## src/rtl/clock_set_pkg.sv

```systemverilog
`default_nettype none
// ============================================================================
// Module      : clock_set_pkg
// Description : Shared types, field encodings and BCD helpers for the
//               clock/calendar setting controller.
// Revision    : 1.0 - initial release
// ============================================================================
package clock_set_pkg;

    localparam logic [2:0] c_FIELD_NONE  = 3'd0;
    localparam logic [2:0] c_FIELD_HOUR  = 3'd1;
    localparam logic [2:0] c_FIELD_MIN   = 3'd2;
    localparam logic [2:0] c_FIELD_AMPM  = 3'd3;
    localparam logic [2:0] c_FIELD_YEAR  = 3'd4;
    localparam logic [2:0] c_FIELD_MONTH = 3'd5;
    localparam logic [2:0] c_FIELD_DAY   = 3'd6;

    // Each set state is encoded as the field it edits, so edit_field is the state.
    typedef enum logic [2:0] {
        ST_RUN   = c_FIELD_NONE,
        ST_HOUR  = c_FIELD_HOUR,
        ST_MIN   = c_FIELD_MIN,
        ST_AMPM  = c_FIELD_AMPM,
        ST_YEAR  = c_FIELD_YEAR,
        ST_MONTH = c_FIELD_MONTH,
        ST_DAY   = c_FIELD_DAY
    } state_e;

    localparam logic [2:0] c_ST_RUN   = ST_RUN;
    localparam logic [2:0] c_ST_HOUR  = ST_HOUR;
    localparam logic [2:0] c_ST_MIN   = ST_MIN;
    localparam logic [2:0] c_ST_AMPM  = ST_AMPM;
    localparam logic [2:0] c_ST_YEAR  = ST_YEAR;
    localparam logic [2:0] c_ST_MONTH = ST_MONTH;
    localparam logic [2:0] c_ST_DAY   = ST_DAY;

    // Two-digit BCD values {tens, ones}; out-of-range inputs snap to the wrap target.
    function automatic logic [7:0] bcd_inc(input logic [7:0] v, input logic [7:0] lo,
                                           input logic [7:0] hi);
        if (v >= hi || v < lo)
            return lo;
        else if (v[3:0] >= 4'd9)
            return {v[7:4] + 4'd1, 4'd0};
        else
            return {v[7:4], v[3:0] + 4'd1};
    endfunction

    function automatic logic [7:0] bcd_dec(input logic [7:0] v, input logic [7:0] lo,
                                           input logic [7:0] hi);
        if (v <= lo || v > hi)
            return hi;
        else if (v[3:0] == 4'd0)
            return {v[7:4] - 4'd1, 4'd9};
        else
            return {v[7:4], v[3:0] - 4'd1};
    endfunction

    function automatic logic [7:0] days_in_month(input logic [7:0] month, input logic [7:0] year);
        logic [3:0] mod_sum;
        // (10*t + o) mod 4 == (2*t[0] + o) mod 4
        mod_sum = {2'b00, year[4], 1'b0} + year[3:0];
        case (month)
            8'h02:                      return (mod_sum[1:0] == 2'b00) ? 8'h29 : 8'h28;
            8'h04, 8'h06, 8'h09, 8'h11: return 8'h30;
            default:                    return 8'h31;
        endcase
    endfunction

endpackage
`default_nettype wire

```

## src/rtl/clock_set_ctrl_btn_repeat.sv

```systemverilog
`default_nettype none
// ============================================================================
// Module      : btn_repeat
// Description : Press-edge detector with hold-to-repeat step generation.
// Revision    : 1.0 - initial release
// ============================================================================
module btn_repeat #(
    parameter int DELAY_CYC = 500,
    parameter int RATE_CYC  = 100
) (
    input  logic clk,
    input  logic reset,
    input  logic btn,
    input  logic clr,
    output logic press,
    output logic step
);

    localparam int c_MAX_CYC = (DELAY_CYC > RATE_CYC) ? DELAY_CYC : RATE_CYC;
    localparam int c_CW      = $clog2(c_MAX_CYC + 1);
    localparam logic [c_CW-1:0] c_DELAY_LAST = c_CW'(DELAY_CYC - 1);
    localparam logic [c_CW-1:0] c_RATE_LAST  = c_CW'(RATE_CYC - 1);

    logic            r_btn_q;
    logic            r_rep;
    logic [c_CW-1:0] r_cnt;
    logic            w_hit;

    assign press = btn & ~r_btn_q;
    assign w_hit = btn & (r_rep ? (r_cnt == c_RATE_LAST) : (r_cnt == c_DELAY_LAST));
    assign step  = (press | w_hit) & ~clr;

    always_ff @(posedge clk) begin
        if (!reset) begin
            r_btn_q <= 1'b0;
            r_rep   <= 1'b0;
            r_cnt   <= '0;
        end else begin
            r_btn_q <= btn;
            if (!btn || clr) begin
                r_cnt <= '0;
                r_rep <= 1'b0;
            end else if (w_hit) begin
                r_cnt <= '0;
                r_rep <= 1'b1;
            end else begin
                r_cnt <= r_cnt + 1'b1;
            end
        end
    end

endmodule
`default_nettype wire

```

## src/rtl/clock_set_ctrl.sv

```systemverilog
`default_nettype none
// ============================================================================
// Module      : clock_set_ctrl
// Description : Button-driven time/date setting controller with auto-repeat,
//               edited-field blink, timeout abort and single-strobe load.
// Revision    : 1.0 - initial release
// ============================================================================
module clock_set_ctrl
    import clock_set_pkg::*;
#(
    parameter int CLK_HZ          = 100_000_000,
    parameter int REPEAT_DELAY_MS = 500,
    parameter int REPEAT_RATE_MS  = 100,
    parameter int BLINK_HZ        = 2,
    parameter int TIMEOUT_S       = 10
) (
    input  logic       clk,
    input  logic       reset,
    input  logic       btn_mode,
    input  logic       btn_up,
    input  logic       btn_down,
    input  logic       cur_am_pm,
    input  logic [3:0] cur_hour_10d,
    input  logic [3:0] cur_hour_1d,
    input  logic [3:0] cur_min_10d,
    input  logic [3:0] cur_min_1d,
    input  logic [3:0] cur_y_10d,
    input  logic [3:0] cur_y_1d,
    input  logic [3:0] cur_m_10d,
    input  logic [3:0] cur_m_1d,
    input  logic [3:0] cur_d_10d,
    input  logic [3:0] cur_d_1d,
    output logic       set_mode,
    output logic [2:0] edit_field,
    output logic       blink,
    output logic       load,
    output logic       new_am_pm,
    output logic [3:0] new_hour_10d,
    output logic [3:0] new_hour_1d,
    output logic [3:0] new_min_10d,
    output logic [3:0] new_min_1d,
    output logic [3:0] new_y_10d,
    output logic [3:0] new_y_1d,
    output logic [3:0] new_m_10d,
    output logic [3:0] new_m_1d,
    output logic [3:0] new_d_10d,
    output logic [3:0] new_d_1d
);

    localparam int c_DELAY_CYC   = (CLK_HZ / 1000) * REPEAT_DELAY_MS;
    localparam int c_RATE_CYC    = (CLK_HZ / 1000) * REPEAT_RATE_MS;
    localparam int c_BLINK_HALF  = CLK_HZ / (2 * BLINK_HZ);
    localparam int c_TIMEOUT_CYC = CLK_HZ * TIMEOUT_S;
    localparam int c_BW          = $clog2(c_BLINK_HALF + 1);
    localparam int c_TW          = $clog2(c_TIMEOUT_CYC + 1);
    localparam logic [c_BW-1:0] c_BLINK_LAST   = c_BW'(c_BLINK_HALF - 1);
    localparam logic [c_TW-1:0] c_TIMEOUT_LAST = c_TW'(c_TIMEOUT_CYC - 1);

    logic [2:0]      r_state;
    logic            r_mode_q;
    logic            r_load;
    logic            r_blink;
    logic [c_BW-1:0] r_blink_cnt;
    logic [c_TW-1:0] r_idle;
    logic            r_am_pm;
    logic [7:0]      r_hour;
    logic [7:0]      r_min;
    logic [7:0]      r_year;
    logic [7:0]      r_month;
    logic [7:0]      r_day;

    logic       w_mode_edge;
    logic       w_both;
    logic       w_up_press;
    logic       w_dn_press;
    logic       w_up_step;
    logic       w_dn_step;
    logic       w_set;
    logic       w_inc;
    logic       w_dec;
    logic       w_activity;
    logic       w_timeout;
    logic [7:0] w_dim;

    assign w_both = btn_up & btn_down;

    btn_repeat #(
        .DELAY_CYC (c_DELAY_CYC),
        .RATE_CYC  (c_RATE_CYC)
    ) u_rep_up (
        .clk   (clk),
        .reset (reset),
        .btn   (btn_up),
        .clr   (w_both),
        .press (w_up_press),
        .step  (w_up_step)
    );

    btn_repeat #(
        .DELAY_CYC (c_DELAY_CYC),
        .RATE_CYC  (c_RATE_CYC)
    ) u_rep_dn (
        .clk   (clk),
        .reset (reset),
        .btn   (btn_down),
        .clr   (w_both),
        .press (w_dn_press),
        .step  (w_dn_step)
    );

    assign w_mode_edge = btn_mode & ~r_mode_q;
    assign w_set       = (r_state != c_ST_RUN);
    // A mode edge in the same cycle as a step takes precedence; the step is lost.
    assign w_inc       = w_set & w_up_step & ~w_both & ~w_mode_edge;
    assign w_dec       = w_set & w_dn_step & ~w_both & ~w_mode_edge;
    assign w_activity  = w_mode_edge | w_up_press | w_dn_press | w_up_step | w_dn_step;
    assign w_timeout   = w_set & (r_idle == c_TIMEOUT_LAST);
    assign w_dim       = days_in_month(r_month, r_year);

    always_ff @(posedge clk) begin
        if (!reset) begin
            r_state  <= c_ST_RUN;
            r_mode_q <= 1'b0;
            r_load   <= 1'b0;
            r_am_pm  <= 1'b0;
            r_hour   <= 8'h01;
            r_min    <= 8'h00;
            r_year   <= 8'h00;
            r_month  <= 8'h01;
            r_day    <= 8'h01;
        end else begin
            r_mode_q <= btn_mode;
            r_load   <= 1'b0;
            if (w_mode_edge) begin
                case (r_state)
                    c_ST_RUN: begin
                        r_state <= c_ST_HOUR;
                        r_am_pm <= cur_am_pm;
                        r_hour  <= {cur_hour_10d, cur_hour_1d};
                        r_min   <= {cur_min_10d, cur_min_1d};
                        r_year  <= {cur_y_10d, cur_y_1d};
                        r_month <= {cur_m_10d, cur_m_1d};
                        r_day   <= {cur_d_10d, cur_d_1d};
                    end
                    c_ST_MONTH: begin
                        r_state <= c_ST_DAY;
                        if (r_day > w_dim)
                            r_day <= w_dim;
                    end
                    c_ST_DAY: begin
                        r_state <= c_ST_RUN;
                        r_load  <= 1'b1;
                    end
                    default: r_state <= r_state + 3'd1;
                endcase
            end else if (w_timeout) begin
                r_state <= c_ST_RUN;
            end else if (w_inc || w_dec) begin
                case (r_state)
                    c_ST_HOUR:  r_hour  <= w_inc ? bcd_inc(r_hour, 8'h01, 8'h12)
                                                 : bcd_dec(r_hour, 8'h01, 8'h12);
                    c_ST_MIN:   r_min   <= w_inc ? bcd_inc(r_min, 8'h00, 8'h59)
                                                 : bcd_dec(r_min, 8'h00, 8'h59);
                    c_ST_AMPM:  r_am_pm <= ~r_am_pm;
                    c_ST_YEAR:  r_year  <= w_inc ? bcd_inc(r_year, 8'h00, 8'h99)
                                                 : bcd_dec(r_year, 8'h00, 8'h99);
                    c_ST_MONTH: r_month <= w_inc ? bcd_inc(r_month, 8'h01, 8'h12)
                                                 : bcd_dec(r_month, 8'h01, 8'h12);
                    c_ST_DAY:   r_day   <= w_inc ? bcd_inc(r_day, 8'h01, w_dim)
                                                 : bcd_dec(r_day, 8'h01, w_dim);
                    default:    r_state <= r_state;
                endcase
            end
        end
    end

    always_ff @(posedge clk) begin
        if (!reset) begin
            r_blink     <= 1'b1;
            r_blink_cnt <= '0;
            r_idle      <= '0;
        end else begin
            if (!w_set || w_mode_edge || w_timeout || w_inc || w_dec) begin
                r_blink     <= 1'b1;
                r_blink_cnt <= '0;
            end else if (r_blink_cnt == c_BLINK_LAST) begin
                r_blink     <= ~r_blink;
                r_blink_cnt <= '0;
            end else begin
                r_blink_cnt <= r_blink_cnt + 1'b1;
            end

            if (!w_set || w_activity)
                r_idle <= '0;
            else
                r_idle <= r_idle + 1'b1;
        end
    end

    assign set_mode     = w_set;
    assign edit_field   = r_state;
    assign blink        = r_blink;
    assign load         = r_load;
    assign new_am_pm    = r_am_pm;
    assign new_hour_10d = r_hour[7:4];
    assign new_hour_1d  = r_hour[3:0];
    assign new_min_10d  = r_min[7:4];
    assign new_min_1d   = r_min[3:0];
    assign new_y_10d    = r_year[7:4];
    assign new_y_1d     = r_year[3:0];
    assign new_m_10d    = r_month[7:4];
    assign new_m_1d     = r_month[3:0];
    assign new_d_10d    = r_day[7:4];
    assign new_d_1d     = r_day[3:0];

endmodule
`default_nettype wire

```

## config.mk

```make
export PLATFORM = sky130hd
export DESIGN_NAME = clock_set_ctrl
export DESIGN_NICKNAME = d
export VERILOG_FILES = /design/src/rtl/clock_set_pkg.sv /design/src/rtl/clock_set_ctrl_btn_repeat.sv /design/src/rtl/clock_set_ctrl.sv
export SDC_FILE = /design/constraint.sdc
export NUM_CORES = 1
export LEC_CHECK = 0
export CORE_MARGIN = 10
export CORE_UTILIZATION = 34
export CTS_BUF_LIST = sky130_fd_sc_hd__clkbuf_4
export CTS_CLUSTER_DIAMETER = 60
export CTS_CLUSTER_SIZE = 25
export DETAILED_ROUTE_END_ITERATION = 10
export GPL_TIMING_DRIVEN = 1
export PLACE_DENSITY = 0.54
export SETUP_SLACK_MARGIN = 0.1
export SYNTH_ARGS = -nofsm -noshare
export SYNTH_HDL_FRONTEND = slang
export SYNTH_HIERARCHICAL = 1
export SYNTH_SLANG_ARGS = --single-unit
```

## constraint.sdc

```tcl
create_clock -name clk -period 7.46 [get_ports clk]
set_input_delay 1.865 -clock clk [delete_from_list [all_inputs] [get_ports clk]]
set_output_delay 1.865 -clock clk [all_outputs]
set_load 0.05 [all_outputs]
```

* Word level (Yosys, flattened, before mapping) *
Cells that the tools add are included.

word-level totals
  output and inout port bits = 47
  bits in latches = 0
  bits of input ports = 46
  memories = 0
  RAM bits = 0
  register bits after elaboration = 158
  memory bits (read-only) = 0
  logic and storage cells = 255

operators by class
  multiply operators = 0
  shift-type cells = 0
  $lt $le $gt $ge = 25
  eq/ne operators = 26
  bitwise logic cells = 29
  reductions and logical operators = 62
  mux-type cells = 64
  div/mod/pow operators = 0
  $add $sub $neg = 26

operators with widths
  cell                                                                                 count
  8-bit 2-to-1 mux                                                                     50
  26-bit by 1-bit adder with 26-bit output, second input constant                      2
  26-bit by 24-bit == test with 1-bit output, second input constant                    2
  26-bit == test, second input constant                                                2
  4-bit by 1-bit adder with 4-bit output, second input constant                        10
  8-bit by 1-bit less-or-equal comparator with 1-bit output, second input constant     5
  8-bit by 1-bit < comparator with 1-bit output, second input constant                 5
  4-bit by 1-bit subtractor with 4-bit output, second input constant                   10
  30-bit by 1-bit adder with 30-bit output, second input constant                      1
  30-bit == test, second input constant                                                1
  25-bit by 1-bit adder with 25-bit output, second input constant                      1
  25-bit == test, second input constant                                                1
  6-bit AND reduction                                                                  4
  4-bit greater-or-equal comparator, second input constant                             5
  4-bit zero test                                                                      5
  4-bit by 2-bit != test with 1-bit output, second input constant                      5
  4-bit AND reduction                                                                  5
  4-bit nonzero test                                                                   5
  1-bit logical OR                                                                     18
  8-bit by 3-bit == test with 1-bit output, second input constant                      2
  8-bit by 5-bit greater-or-equal comparator with 1-bit output, second input constant  2
  8-bit by 5-bit greater-than comparator with 1-bit output, second input constant      2
  8-bit one-hot mux with 2 select lines                                                1
  2-bit nonzero test                                                                   8
  other kinds (35)                                                                     80

* Depth between registers and ports, before layout *
Gate-level depths: netlist of run 1.

  depth after elaboration = 13
  depth in mapped cells = 14
  mapped depth without buffers = 13

* Hierarchy *
The synthesis of run 1 kept the hierarchy.

modules (own cells, without submodules)
  module          cells an instance  sequential area each (sq um)  times used  area an instance (sq um)
  clock_set_ctrl  892                2042.0                        1           7071.8
  btn_repeat      155                560.5                         2           1426.4

* Worst setup path before layout of run 1 *
OpenSTA, ideal clock, no wires.

  kind = in2reg
  from = input btn_up
  to = register r_hour[2]
  required time = 7.384 ns
  cell stages on the path = 12
  slack = 3.181 ns
  arrival time = 4.203 ns
  cell sequence = nand2b_1 nor4_1 o2111a_1 buf_2 o21ba_2 nor2_1 nor3_2 o2111ai_1 a31oi_1 clkbuf_1 o211ai_1 o22ai_1

between the ends
  word-level cells in the longest chain between the ends = 11
  elaborated cells between the ends (all ways) = 21
  those cells by class = mux: 5; bitwise: 13; reduce/logical: 3

RTL lines
  element                                line                                                                                    text
  start: declaration                     clock_set_ctrl.sv:20                                                                    input logic btn_up,
  1-bit AND, on equally long branches    clock_set_ctrl_btn_repeat.sv:29, clock_set_ctrl_btn_repeat.sv:30, clock_set_ctrl.sv:85
  1-bit OR or 1-bit NOT (tied branches)  clock_set_ctrl_btn_repeat.sv:31                                                         assign step = (press | w_hit) & ~clr;
  1-bit AND *                            clock_set_ctrl_btn_repeat.sv:31
  named net w_up_step                    clock_set_ctrl.sv:76                                                                    logic w_up_step;
  1-bit AND * (3 in series)              clock_set_ctrl.sv:114                                                                   assign w_inc = w_set & w_up_step & ~w_both & ~w_mode_edge;
  8-bit 2-to-1 mux                       clock_set_ctrl.sv:160                                                                   c_ST_HOUR: r_hour <= w_inc ? bcd_inc(r_hour, 8'h01, 8'h12)
  8-bit 2-to-1 mux                       clock_set_ctrl.sv:159                                                                   case (r_state)
  8-bit 2-to-1 mux                       clock_set_ctrl.sv:158                                                                   end else if (w_inc || w_dec) begin
  8-bit 2-to-1 mux                       clock_set_ctrl.sv:156                                                                   end else if (w_timeout) begin
  8-bit 2-to-1 mux                       clock_set_ctrl.sv:134                                                                   if (w_mode_edge) begin
  end signal: assignment                 clock_set_ctrl.sv:139                                                                   r_hour <= {cur_hour_10d, cur_hour_1d};
  end signal: assignment                 clock_set_ctrl.sv:160
  end: declaration                       clock_set_ctrl.sv:66                                                                    logic [7:0] r_hour;

The timed path passes the listed nets; every way through them passes the cells marked *. The select of a mux whose other input is x is not followed.
A chain may end at the register's enable or synchronous reset.

* Worst setup path in the final report of run 1 *
  from = register r_state[0] (netlist: edit_field[0])
  to = output set_mode

between the ends
  word-level cells in the longest chain between the ends = 1

RTL lines
  element                   line                   text
  start: declaration        clock_set_ctrl.sv:59   logic [2:0] r_state;
  start signal: assignment  clock_set_ctrl.sv:122  r_state <= c_ST_RUN;
  start signal: assignment  clock_set_ctrl.sv:137  r_state <= c_ST_HOUR;
  start signal: assignment  clock_set_ctrl.sv:146  r_state <= c_ST_DAY;
  3-bit nonzero test        clock_set_ctrl.sv:112  assign w_set = (r_state != c_ST_RUN);
  end: declaration          clock_set_ctrl.sv:33   output logic set_mode,

No other way between the ends.

==> metrics.md, run 1 <==
| Metric | Value |
|---|---|
| Outcome | finished clean |
| Mapped Area | 9920 sq um |
| Vias in the first global route | 8784 |
| Most common cell after layout, fill and taps aside | dfxtp_1 |
| Nets | 1356 |
| DIE AREA | 36400 sq um |
| Vias | 9259 |
| Max Cap Violations | 0 |
| Worst-path cell chain | inv_1 > ha_1 > nor2b_1 > inv_2 > clkdlybuf4s50_1 |
| RSZ-0062 raised after global routing | false |
| Peak VDD IR | 98.1 uV |
| FF-to-FF path depth | 13 |
| Syn nets | 1295 |
| Number of synthesized flops with an enable pin | 0 |
| Core area | 28800 sq um |
| I/O Pins | 93 |
| Largest family of logic cells by synthesized area | simple AND/OR/NAND/NOR gates |
| Post_cts resized | 0 |
| Final Skew | 0.0275 ns |
| Min Tclk post-route | 5.02 ns |
| Tcrit/Tclk final | 0.673 |
| Critical Path RT | 5.60 ns |
| Clk root buf | clkbuf_4 |
| Hold buffer count at cts | 0 |
| Pleak | 3.66 nW |
| WHS Endpoint | r_blink_cnt[0] |
| Overall global routing resource usage | 0.154 |
| Max Slew Vio Count | 0 |
| Pin count of the biggest net entering global routing | 34 |
| Setup violations, final | 0 |
| Post-synthesis sequential area ratio | 0.319 |
| Global-route wire length before repair | 46500 um |
| Routed WL | 28400 um |
| ANT nets after route | 0 |
| DP Wirelength | 20100 um |
| Die height | 191 um |
| Wire length per cell | 17.1 um |
| Maximum clock rate | 199 MHz |
| Layout cells sized above 1 | 0.0697 |
| I/O Buffers | 92 |
| WP depth | 5 |
| Buf/Inv on CP | 3 |
| Clk pin slew, worst setup/hold paths | 0.16 ns |
| Top_reg_cell synth | dfxtp_1 |
| Netlist cell types | 92 |
| Hold_sp | r_blink_cnt[0] |
| Startpoint types | flop |
| Drt first-iter violations | 595 |
| Area share of xor/xnor cells in the synthesized design | 0.0741 |
| Worst-path fanout max | 10 |
| Simple-Gate Fraction of Synth Area | 0.285 |
| CTS buffer count | 17 |
| Max Buffers Root-to-Sink | 2 |
| GRT Residual Overflow | 0 |
| CTS tree | built |
| GPL Wtd Cong | 0.847 |
| Reg2reg end | r_day[4] |
| Compound-Gate Fraction of Synth Area | 0.210 |
| Post-CTS Setup Inserts | 0 |
| Flop and latch count out of synthesis | 158 |
| HP Class | flop to flop |
| Adder-cell share of the synthesized area | 0.0593 |
| Hold depth | 1 |
| CP Capture Type | output pin |
| H-tree depth | 4 |
| Area Overhead vs Synth | 15.4% |
| Initial core utilization | 0.345 |
| Drt first pass iters | 5 |
| Crit Path Class | flop to output pin |
| Die width | 191 um |
| Final Hold Vio Count | 0 |
| Antenna violations before repair | 1 |
| Row count | 62 |
| Worst Max-Slew Pin Slew | 1.16 ns |
| Commonest cells after routing, fill and taps aside | dfxtp_1, nor2_1, clkdlybuf4s50_1 |
| Reg-to-reg slack, setup | 3.26 ns |
| DRC viols | 0 |
| Post-synth ARST share | 0 |
| Sink Count | 158 |
| Clk Latency, worst-skew pair | 0.60 ns |
| Arrival time worst endpoint | 3.15 ns |
| Worst r2r src | r_month[1] |
| Crit path max-delay cell type | clkdlybuf4s50_1 |
| Vias/cell | 5.57 |
| Crit-path max cell delay | 0.78 ns |
| Synthesized area per cell | 8.26 sq um |
| Total power | 2.08 mW |
| Setup tns final | 0 ns |
| Rel. slew slack | 0.229 |
| Post-synthesis cell count | 1202 |
| Cell area power density | 181 nW/um^2 |
| Mux cell area share after synthesis | 0.00214 |
| Total of warnings raised by yosys | 6 |
| CP delay by family, top | buffers and inverters |
-- through the flow --
stage | hold slack [ns] | instance area, sq um | instances | util | worst slack [ns]
3_3_place_gp | 0.426 | 11100 | 1628 | 0.387 | 2.35
3_5_place_dp | 0.443 | 11100 | 1628 | 0.387 | 2.22
6_report | 0.464 | 11500 | 1663 | 0.398 | 2.44
5_1_grt | 0.497 | 11500 | 1663 | 0.398 | 2.24
2_1_floorplan | 0.418 | 9920 | 1202 | - | 3.18
4_1_cts | 0.464 | 11400 | 1660 | 0.398 | 2.38
-- synthesized netlist by cell type, types with 29 or more instances --
library cell / n / area share
xor2_1: 42 / 0.037
a21oi_1: 41 / 0.021
nor2_1: 116 / 0.044
ha_1: 47 / 0.059
dfxtp_1: 158 / 0.32
nor3_1: 57 / 0.029
inv_1: 55 / 0.021
a211oi_1: 36 / 0.027
clkbuf_1: 44 / 0.017
nand4_1: 29 / 0.018
o21ai_0: 41 / 0.021
nand2_1: 77 / 0.029
nand3_1: 53 / 0.027
xnor2_1: 42 / 0.037
-- per-layer routing --
layer,vias up,wire [um],GRT usage
li1,4626,-,-
met1,4388,13500,0.207
met2,215,13000,0.243
met3,30,1510,0.0335
met4,0,409,0.0388
met5,-,0,0
-- layout make-up --
cell class | instances | area (sq um)
fill | 2900 | 17300
inverter | 57 | 214
timing repair buffer | 105 | 1020
tap | 384 | 480
clock inverter | 15 | 174
clock buffer | 17 | 128
multi-input combinational | 924 | 6270
sequential | 158 | 3160
antenna | 3 | 7.51
-- worst max-delay path by stage --
stage	from	endpoint	slack (ns)
after floorplan	btn_up	r_hour[2]	3.18
after global placement	btn_up	r_year[4]	2.35
after detailed placement	btn_up	r_year[4]	2.22
after CTS	edit_field[0]	set_mode	2.38
after global routing	edit_field[0]	set_mode	2.24
final	edit_field[0]	set_mode	2.44
-- logic make-up after synthesis --
family          Yosys count
fa+ha+maj                47
mux                       2
xor+xnor                 84
buf+inv                 120
flops                   158
simple gates            507
compound gates          284
-- flip-flops by register name (all words and copies together), names as in the netlist --
| name | flops |
|---|---|
| u_rep_dn/r_btn_q | 1 |
| r_min | 8 |
| new_am_pm | 1 |
| r_month | 8 |
| u_rep_up/r_rep | 1 |
| u_rep_up/r_btn_q | 1 |
| r_day | 8 |
| r_year | 8 |
| r_idle | 30 |
| r_hour | 8 |
| blink | 1 |
| u_rep_dn/r_cnt | 26 |
| u_rep_up/r_cnt | 26 |
| r_mode_q | 1 |
| u_rep_dn/r_rep | 1 |
| load | 1 |
| r_blink_cnt | 25 |
| edit_field | 3 |
-- where the power goes --
| group | switching [mW] | leakage [nW] | internal (mW) | total (mW) |
|---|---|---|---|---|
| registers | 0.0605 | 1.28 | 0.872 | 0.932 |
| clock network | 0.397 | 0.165 | 0.162 | 0.559 |
| logic | 0.358 | 2.21 | 0.226 | 0.584 |
| total | 0.815 | 3.66 | 1.26 | 2.08 |
-- worst reg2reg max path: stages (launching register included) --
cell and delay [ns]:
dfxtp_1 0.56, inv_1 0.14, ha_1 0.24, and4b_1 0.20
a31oi_1 0.15, o21ai_0 0.15, a31oi_1 0.43, ha_1 0.33
or4b_1 0.48, a211o_1 0.35, or4b_4 0.54, o31a_4 0.15
and2_4 0.18, a311oi_2 0.20
No activity file was read; power rests on OpenSTA's default activity.
==> inputs of run 2 (changes only) <==
- PLACE_DENSITY: 0.54 -> 0.56
- clock period: 7.46 -> 4.4 ns (I/O delays scaled with it)
==> run 2 against run 1 <==
Clock power grew 52%. Power grew 66%. Routed wire length grew 0.43%. Global-route usage is essentially flat. Final cell count grew 0.90%. Die area is the same. Via count grew 1.7%. Largest cell class unchanged. Critical path depth grew 9. Clock skew grew 0.012 ns. Register-to-register slack lost 2.8 ns.
==> metrics.md, run 2 (synthesis results as in run 1) <==
| Metric | Value |
|---|---|
| I/O Pins | 93 (unchanged) |
| Gate power share | 0.294 (was 0.282) |
| Worst r2r src | r_month[1] (unchanged) |
| Clk Latency, worst-skew pair | 0.61 ns (was 0.60 ns) |
| Critical Path RT | 4.94 ns (was 5.60 ns) |
| GRT Residual Overflow | 0 (unchanged) |
| DIE AREA | 36400 sq um (unchanged) |
| Clk root buf | clkbuf_4 (unchanged) |
| Setup tns final | 0 ns (unchanged) |
| Antenna violations before repair | 1 (unchanged) |
| Vias in the first global route | 8849 (was 8784) |
| CP delay by family, top | simple AND/OR/NAND/NOR gates (was buffers and inverters) |
| Worst slack at placement | 0.279 ns (was 2.22 ns) |
| Die width | 191 um (unchanged) |
| Most common cell after layout, fill and taps aside | dfxtp_1 (unchanged) |
| Routed WL | 28500 um (was 28400 um) |
| Crit path max-delay cell type | dfxtp_1 (was clkdlybuf4s50_1) |
| Placed Cells incl. Taps | 1645 (was 1628) |
| Top Registers | r_idle: 30 flops, u_rep_dn/r_cnt: 26 flops, u_rep_up/r_cnt: 26 flops (unchanged) |
| Largest reg by FF count | r_idle (unchanged) |
| Crit-path max cell delay | 0.55 ns (was 0.78 ns) |
| RSZ-0062 raised after global routing | false (unchanged) |
| Max Buffers Root-to-Sink | 2 (unchanged) |
| Nets | 1373 (was 1356) |
| Maximum clock rate | 251 MHz |
| Sequential share of power | 0.459 (was 0.449) |
| Drt first-iter violations | 732 (was 595) |
| DRC viols | 0 (unchanged) |
| Worst Max-Slew Pin Slew | 1.16 ns (about the same) |
| Peak VDD IR | 171 uV (was 98.1 uV) |
| Overall global routing resource usage | 0.154 (about the same) |
| Drt first pass iters | 5 (unchanged) |
| Outcome | finished clean (unchanged) |
| Fin cells | 1678 (was 1663) |
| Die height | 191 um (unchanged) |
| Global-route wire length before repair | 46500 um (about the same) |
| FF-to-FF path depth | 14 (was 13) |
| Hold_sp | r_blink_cnt[0] (unchanged) |
| Clock network fraction of total power | 0.247 (was 0.269) |
| CTS tree | built (unchanged) |
| Wire length per cell | 17.0 um (was 17.1 um) |
| Setup violations, final | 0 (unchanged) |
| CTS buffer count | 17 (unchanged) |
| Final Hold Vio Count | 0 (unchanged) |
| ANT nets after route | 0 (unchanged) |
| Worst setup margin | 0.420 ns (was 2.44 ns) |
| GPL Wtd Cong | 0.897 (was 0.847) |
| Largest register FFs | 30 (unchanged) |
| Clk pin slew, worst setup/hold paths | 0.17 ns (was 0.16 ns) |
| Core area | 28800 sq um (unchanged) |
| Buf/Inv on CP | 2 (was 3) |
| Row count | 62 (unchanged) |
| Vias | 9415 (was 9259) |
| Post-CTS Setup Inserts | 0 (unchanged) |
| Pin count of the biggest net entering global routing | 31 (was 34) |
| Reg-to-reg slack, setup | 0.42 ns (was 3.26 ns) |
| Net Sw Frac | 0.385 (was 0.393) |
| Worst-path cell chain | inv_1 > ha_1 > and4b_1 > a31oi_1 > o21ai_0 > a31oi_1 > buf_4 > ha_1 > or4b_1 > a211o_1 > or4b_4 > o31a_4 > and2_4 > a31o_1 (was inv_1 > ha_1 > nor2b_1 > inv_2 > clkdlybuf4s50_1) |
| P_int | 2.11 mW (was 1.26 mW) |
| Layout cells sized above 1 | 0.0812 (was 0.0697) |
| Worst-path fanout max | 9 (was 10) |
| Initial core utilization | 0.345 (unchanged) |
| Area Overhead vs Synth | 16.1% (was 15.4%) |
| Arrival time worst endpoint | 4.52 ns (was 3.15 ns) |
| P_sw | 1.32 mW (was 0.815 mW) |
| Min Tclk post-route | 3.98 ns |
| Final Skew | 0.0391 ns (was 0.0275 ns) |
| I/O Buffers | 92 (unchanged) |
| Crit Path Class | flop to flop (was flop to output pin) |
| WHS Endpoint | r_blink_cnt[0] (unchanged) |
| Reg2reg end | r_day[6] (was r_day[4]) |
| HP Class | flop to flop (unchanged) |
| Pleak | 3.71 nW (was 3.66 nW) |
| Commonest cells after routing, fill and taps aside | dfxtp_1, nor2_1, clkdlybuf4s50_1 (unchanged) |
| Rel. slew slack | 0.225 (was 0.229) |
| CP Capture Type | flop (was output pin) |
| Cell area power density | 298 nW/um^2 (was 181 nW/um^2) |
| Hold buffer count at cts | 0 (unchanged) |
| Vias/cell | 5.61 (was 5.57) |
| DP Wirelength | 20400 um (was 20100 um) |
| Tcrit/Tclk final | 0.905 |
| H-tree depth | 4 (unchanged) |
| Max Slew Vio Count | 0 (unchanged) |
| Hold depth | 1 (unchanged) |
| Post_cts resized | 0 (unchanged) |
| Startpoint types | flop (unchanged) |
| Sink Count | 158 (unchanged) |
| Max Cap Violations | 0 (unchanged) |
run 2: final cells by class:
| class | instances | area (sq um) |
|---|---|---|
| antenna | 1 | 2.50 |
| inverter | 57 | 214 |
| timing repair buffer | 122 | 1150 |
| clock buffer | 17 | 128 |
| clock inverter | 15 | 121 |
| multi-input combinational | 924 | 6270 |
| sequential | 158 | 3160 |
| tap | 384 | 480 |
| fill | 2934 | 17300 |
run 2: power by group through the flow:
stage / Sequential [mW] / Clock [mW] / Combinational [mW]
global route: 1.59 / 0.934 / 1.11
finish: 1.58 / 0.850 / 1.01
CTS: 1.57 / 0.880 / 1.01
detailed placement: 1.60 / 0 / 1.00
floorplan: 1.71 / 0 / 0.574
global placement: 1.61 / 0 / 0.999
run 2: worst max path at each step:
| stage | cells past startpoint | startpoint | slack, ns | endpoint |
|---|---|---|---|---|
| 2_1_floorplan | 13 | r_month[1] | 0.44 | r_day[6] |
| 3_3_place_gp | 11 | btn_up | 0.36 | r_min[6] |
| 3_5_place_dp | 11 | btn_up | 0.28 | r_min[6] |
| 4_1_cts | 14 | r_month[1] | 0.43 | r_day[6] |
| 5_1_grt | 14 | r_month[1] | 0.27 | r_day[6] |
| 6_report | 14 | r_month[1] | 0.42 | r_day[6] |
run 2: through the flow:
stage | instance area (sq um) | total power, mW | hold WS, ns | util
after CTS | 11500 | 3.46 | 0.475 | 0.400
after floorplan | 9920 | 2.28 | 0.418 | -
after detailed placement | 11300 | 2.61 | 0.442 | 0.392
final | 11500 | 3.44 | 0.471 | 0.400
after global routing | 11500 | 3.63 | 0.505 | 0.400
after global placement | 11300 | 2.61 | 0.431 | 0.392
run 2: per-layer routing:
layer / part of all wire / GRT usage / vias up
met5: 0 / 0 / -
met4: 0.021 / 0.0488 / 0
met3: 0.049 / 0.0364 / 36
met2: 0.45 / 0.235 / 192
met1: 0.48 / 0.208 / 4514
li1: - / - / 4673
